--- config.mk ---
export PLATFORM = sky130hd
export DESIGN_NAME = leading_zero_flat
export DESIGN_NICKNAME = d
export VERILOG_FILES = /design/src/rtl/leading_zero_if.sv /design/src/rtl/leading_zero.sv /design/src/flat_wrapper.sv
export SDC_FILE = /design/constraint.sdc
export NUM_CORES = 1
export LEC_CHECK = 0
export ABC_CLOCK_PERIOD_IN_PS = 800
export CORE_MARGIN = 2
export CORE_UTILIZATION = 31
export CTS_CLUSTER_DIAMETER = 200
export DETAILED_ROUTE_END_ITERATION = 10
export GPL_TIMING_DRIVEN = 0
export PLACE_DENSITY = 0.79
export REMOVE_ABC_BUFFERS = 1
export SETUP_SLACK_MARGIN = 0.3
export SLEW_MARGIN = 20
export SYNTH_ARGS = -nofsm -noshare
export SYNTH_HDL_FRONTEND = slang
export SYNTH_SLANG_ARGS = --single-unit
--- constraint.sdc ---
create_clock -name clk -period 0.8 [get_ports clk]
set_clock_uncertainty 0.1 [all_clocks]
set_input_delay 0.16 -clock clk [delete_from_list [all_inputs] [get_ports clk]]
set_output_delay 0.16 -clock clk [all_outputs]
set_load 0.005 [all_outputs]
--- src/rtl/leading_zero_if.sv ---
// Operand/result bundle for the leading-zero counter.
// The zero flag exists only when LZC_ZERO_FLAG_EN is defined.
interface leading_zero_if #(
   parameter int unsigned n = 32
);
   localparam int unsigned YW = $clog2(n) + 1;

   logic          in_valid;
   logic [n-1:0]  x;
   logic          out_valid;
   logic [YW-1:0] y;
`ifdef LZC_ZERO_FLAG_EN
   logic          zero;

   modport master (output in_valid, output x, input out_valid, input y, input zero);
   modport slave  (input in_valid, input x, output out_valid, output y, output zero);
`else
   modport master (output in_valid, output x, input out_valid, input y);
   modport slave  (input in_valid, input x, output out_valid, output y);
`endif
endinterface

--- src/rtl/leading_zero.sv ---
// Registered tree leading-zero counter for the FPU unpacker (one-cycle latency).
// Optional registered all-zero flag enabled by macro LZC_ZERO_FLAG_EN.
module leading_zero #(
   parameter int unsigned n = 32
) (
   input  logic          clk,
   input  logic          rst_n,
   leading_zero_if.slave bus
);
   localparam int unsigned LW = $clog2(n);
   localparam int unsigned YW = LW + 1;

   logic          out_valid_q, out_valid_d;
   logic [YW-1:0] y_q, y_d;
   logic [YW-1:0] cnt_c;

   // Tree encoder: slot 0 holds the MSB; each level merges sibling pairs in place
   always_comb begin
      logic [n-1:0]  az;
      logic [LW-1:0] cnt [n];
      for (int i = 0; i < int'(n); i++) begin
         az[i]  = ~bus.x[n-1-i];
         cnt[i] = '0;
      end
      for (int l = 1; l <= int'(LW); l++) begin
         for (int j = 0; j < int'(n >> l); j++) begin
            if (az[2*j]) begin
               cnt[j] = LW'(1 << (l - 1)) | cnt[2*j+1];
            end else begin
               cnt[j] = cnt[2*j];
            end
            az[j] = az[2*j] & az[2*j+1];
         end
      end
      cnt_c = az[0] ? YW'(n) : {1'b0, cnt[0]};
   end

   always_comb begin
      out_valid_d = bus.in_valid;
      y_d         = y_q;
      if (bus.in_valid) begin
         y_d = cnt_c;
      end
   end

   always_ff @(posedge clk or negedge rst_n) begin
      if (!rst_n) begin
         out_valid_q <= 1'b0;
         y_q         <= '0;
      end else begin
         out_valid_q <= out_valid_d;
         y_q         <= y_d;
      end
   end

   assign bus.out_valid = out_valid_q;
   assign bus.y         = y_q;

`ifdef LZC_ZERO_FLAG_EN
   logic zero_q, zero_d;

   // Same load enable as y so the flag always describes the held count
   always_comb begin
      zero_d = zero_q;
      if (bus.in_valid) begin
         zero_d = cnt_c[YW-1];
      end
   end

   always_ff @(posedge clk or negedge rst_n) begin
      if (!rst_n) begin
         zero_q <= 1'b0;
      end else begin
         zero_q <= zero_d;
      end
   end

   assign bus.zero = zero_q;
`endif
endmodule

--- src/flat_wrapper.sv ---
// flat-port wrapper written by rule: the top's interface ports become plain ports
module leading_zero_flat 
#(
   parameter int unsigned n = 32
)
  (clk, rst_n, bus_in_valid, bus_x, bus_out_valid, bus_y);
  leading_zero_if #(.n(n)) bus_i ();
  input  logic clk;
  input  logic rst_n;
  input wire logic [$bits(bus_i.in_valid)-1:0] bus_in_valid;
  input wire logic [$bits(bus_i.x)-1:0] bus_x;
  output wire logic [$bits(bus_i.out_valid)-1:0] bus_out_valid;
  output wire logic [$bits(bus_i.y)-1:0] bus_y;
  assign bus_i.in_valid = bus_in_valid;
  assign bus_i.x = bus_x;
  assign bus_out_valid = bus_i.out_valid;
  assign bus_y = bus_i.y;
  leading_zero #(.n(n)) u_core (.clk(clk), .rst_n(rst_n), .bus(bus_i));
endmodule
==> flow_summary.rst <==
.. list-table::
   :header-rows: 1

   * - Metric
     - Value
   * - Result of the run
     - complete, but fails checks
   * - Violated checks
     - hold timing, setup timing
   * - Die Height
     - 48.8 um
   * - Number of distinct standard cells referenced by the synthesized netlist
     - 26
   * - Worst path cell trace
     - buf_2 -> nor4_4 -> nand4_2 -> nand2b_4 -> buf_6 -> or3_4 -> a31oi_1
   * - Data arrival time of the critical path
     - between 1.5 and 2 ns
   * - Cell type contributing the most total cell area after synthesis
     - dfrtp_1
   * - Pwr Total
     - 1.04 mW
   * - Slew of the pin with the lowest slew margin
     - 0.319 ns
   * - Gr usage total
     - 18.4%
   * - Iter 0 DRT Violations
     - 10
   * - Total power divided by cell area
     - a little under 900 nW/um2
   * - R2r startpoint
     - u_core.bus.y[5]
   * - Synthesized area per cell
     - approximately 8 um2
   * - Remaining routing DRC violations
     - 0
   * - Vias in the first global route
     - ~800
   * - Insertion delay of the later-clocked pin in the worst-skew pair
     - 0.25 ns
   * - Clock-pin slew of the registers on the worst-case setup and hold paths
     - roughly 0.050 ns
   * - Core Footprint
     - just under 2000 um2
   * - Cell type of the slowest stage on the worst timing path
     - nor4_4
   * - Part of the cycle the worst path needs
     - 194%
   * - Largest incremental delay on the critical path
     - 0.35 ns
   * - Crit-path max FO
     - 3
   * - Effective utilization at floorplan
     - 32.4%
   * - Synth top area share
     - around 28%
   * - Worst R2R End
     - u_core.bus.y[5]
   * - First-pass GRT wire length
     - between 3000 and 4000 um
   * - Number of H-tree levels
     - 1
   * - I/O Pins
     - 42
   * - Rows
     - 16
   * - Clock tree sinks
     - 7
   * - Highest ir drop seen on vdd
     - about 450 uV
   * - Worst-case setup margin in the final layout
     - -0.754 ns
   * - Time the final worst path needs with I/O delays and setup
     - approximately 1.6 ns
   * - Grt peak-use layer
     - met2
   * - Design area
     - approximately 1200 um2
   * - Die outline area
     - approximately 2400 um2
   * - CP Class
     - in -> reg
   * - Reg2reg setup slack
     - -0.18 ns
   * - Leakage power of the design
     - roughly 0.54 nW
   * - Layout cell share with drive strength beyond 1
     - roughly half
   * - Fraction of met3 tracks used by global routing
     - under 10%
   * - Maximum number of buffers from clock root to sink
     - 2
   * - Count of cells along the worst register-to-register path
     - 2
   * - Root Buffer Master
     - clkbuf_4
   * - Nets@finish
     - 174
   * - CTS Buf Count
     - 3
   * - Worst slack on hold paths
     - -0.206 ns
   * - Most area-consuming cells after synthesis
     - dfrtp_1 28%, nor4_4 10%, nor2_1 7.2%
   * - Final-report hold violation count
     - 7
   * - Number of synthesized register bits
     - 7
   * - Final Max Slew Viols
     - 0
   * - Via count
     - between 800 and 900
   * - Detailed Route WL
     - ~2200 um
   * - Largest net degree at the start of global routing
     - 12
   * - Worst setup EP type
     - flop
   * - Global route overflow
     - 0
   * - Min-Delay Path Class
     - in -> async
   * - Clock tree from TritonCTS
     - done
   * - Number of failing setup endpoints in the final timing report
     - 13
   * - Placement-stage cell area
     - approximately 1100 um2
   * - Number of synthesis warnings
     - 0
   * - Count of fill cells added during filler insertion
     - 180
   * - Width of the die
     - 48.8 um
   * - Antenna cell count
     - 0
   * - Post-synthesis instance area
     - slightly above 600 um2
   * - CP Launch Type
     - input pin
   * - Number of antenna violations at the first check in global routing
     - 0
   * - Max_cap viols
     - 0
   * - WP data required
     - between 0.8 and 0.9 ns
   * - Routed len/inst
     - 13.3 um
   * - First-pass iteration count of the detailed router
     - 5
   * - Number of nets with antenna violations after detailed routing
     - 0
   * - FMAX
     - around 640 MHz
   * - Hpwl dp
     - between 1500 and 2000 um
   * - Final setup TNS
     - -5.06 ns
   * - Share of synthesized area occupied by flip-flops and latches
     - between 20% and 30%
   * - Last weighted congestion value of the routability-driven placer
     - between 0.8 and 0.9
   * - Post-synthesis to final-layout area growth
     - 94.0%
   * - Unrepaired setup endpoints after global routing
     - yes
   * - Rel. slew slack
     - about four fifths
   * - PortBufs
     - 41
   * - Mean number of vias per cell
     - about 5.2
   * - Met1 global-route usage
     - about a fifth
   * - GR Layer Usage met2
     - around a third
   * - Post-Synthesis Cells
     - 79
## worst max-delay path: cells and delay by family
kind / cells / cell delay [ns]
buffers and inverters: 2 / 0.24
AND/OR/NAND/NOR: 4 / 1.03
AO/OA/AOI/OAI: 1 / 0.19
## per-layer routing
metal,routed length (um),vias to the layer above
met5,0,-
met4,77,0
met1,794,393
met3,146,12
li1,-,410
met2,1170,38
## synthesized netlist by cell type
cell type / n
a2111o_1: 1
a21oi_1: 8
a31o_2: 1
a31oi_1: 4
and2_2: 1
clkbuf_2: 1
dfrtp_1: 7
inv_1: 8
mux2_2: 1
mux2i_1: 1
nand2_1: 6
nand2b_1: 2
nand4_1: 2
nand4_2: 1
nor2_1: 12
nor2b_1: 3
nor3_1: 1
nor4_1: 4
nor4_2: 1
nor4_4: 3
o21ai_0: 5
o21bai_1: 1
o22ai_1: 1
o31ai_1: 2
or3_1: 1
or4_1: 1
## report_power, final
group	switching [mW]	internal (mW)	leakage, nW
combinational	0.173	0.177	0.438
sequential	0.00547	0.369	0.0910
clock	0.129	0.190	0.0150
## flip-flops by register name (all words and copies together), names as in the netlist
signal	cells
u_core.bus.y	6
u_core.bus.out_valid	1
## logic make-up (layout without fill, tap and decap cells)
family	Yosys count	in the layout	synth area share (%)
and+or+nand+nor	38	38	40.4
AOI/OAI and AO/OA	23	23	22.3
buffers and inverters	9	68	5.63
DFF	7	7	28.2
muxes	2	2	3.42
## cell usage in the layout (no fill, tap or decap), types with 2 or more instances in the layout
cell,n
buf_8,2
a21oi_1,8
clkdlybuf4s15_1,2
o21ai_0,4
dfrtp_1,7
clkbuf_2,9
nor2b_1,3
buf_4,10
nor4_4,7
nand2_1,6
nand4_1,2
a31oi_1,3
clkdlybuf4s15_2,3
inv_1,8
buf_6,12
nor2_1,12
o31ai_1,2
buf_2,17
clkbuf_4,3
## timing repair
item,4_1_cts,5_1_grt
endpoints found under the hold margin,7,7
gates resized for setup,133,49
pin swaps,16,12
endpoints found under the setup margin,21,13
buffers inserted,11,4
## final cells by class
cell class	instances	area [um2]	area share, %
tap	27	33.8	2.80
clock buffer	4	26.3	2.18
inverter	8	30.0	2.49
sequential	7	175	14.5
timing repair buffer	56	433	35.9
multi-input combinational	63	508	42.1
## worst max path at each step
stage	slack, ns	cells after the start	start	to
6_report	-0.75	7	bus_x[31]	u_core.bus.y[1]
4_1_cts	-0.65	7	bus_x[25]	u_core.bus.y[1]
3_5_place_dp	-1.50	6	bus_x[29]	u_core.bus.y[0]
3_3_place_gp	-1.44	6	bus_x[29]	u_core.bus.y[0]
5_1_grt	-0.81	7	bus_x[25]	u_core.bus.y[1]
2_1_floorplan	-0.82	5	bus_x[18]	u_core.bus.y[0]
## metrics by stage
step           setup slack, ns  cells  utilization (%)
2_1_floorplan           -0.817     78                -
4_1_cts                 -0.649    161             61.1
3_5_place_dp             -1.50    146             55.2
5_1_grt                 -0.813    165             62.8
3_3_place_gp             -1.44    146             55.2
6_report                -0.754    165             62.8
Note: power is estimated with default switching activity, not from simulation.
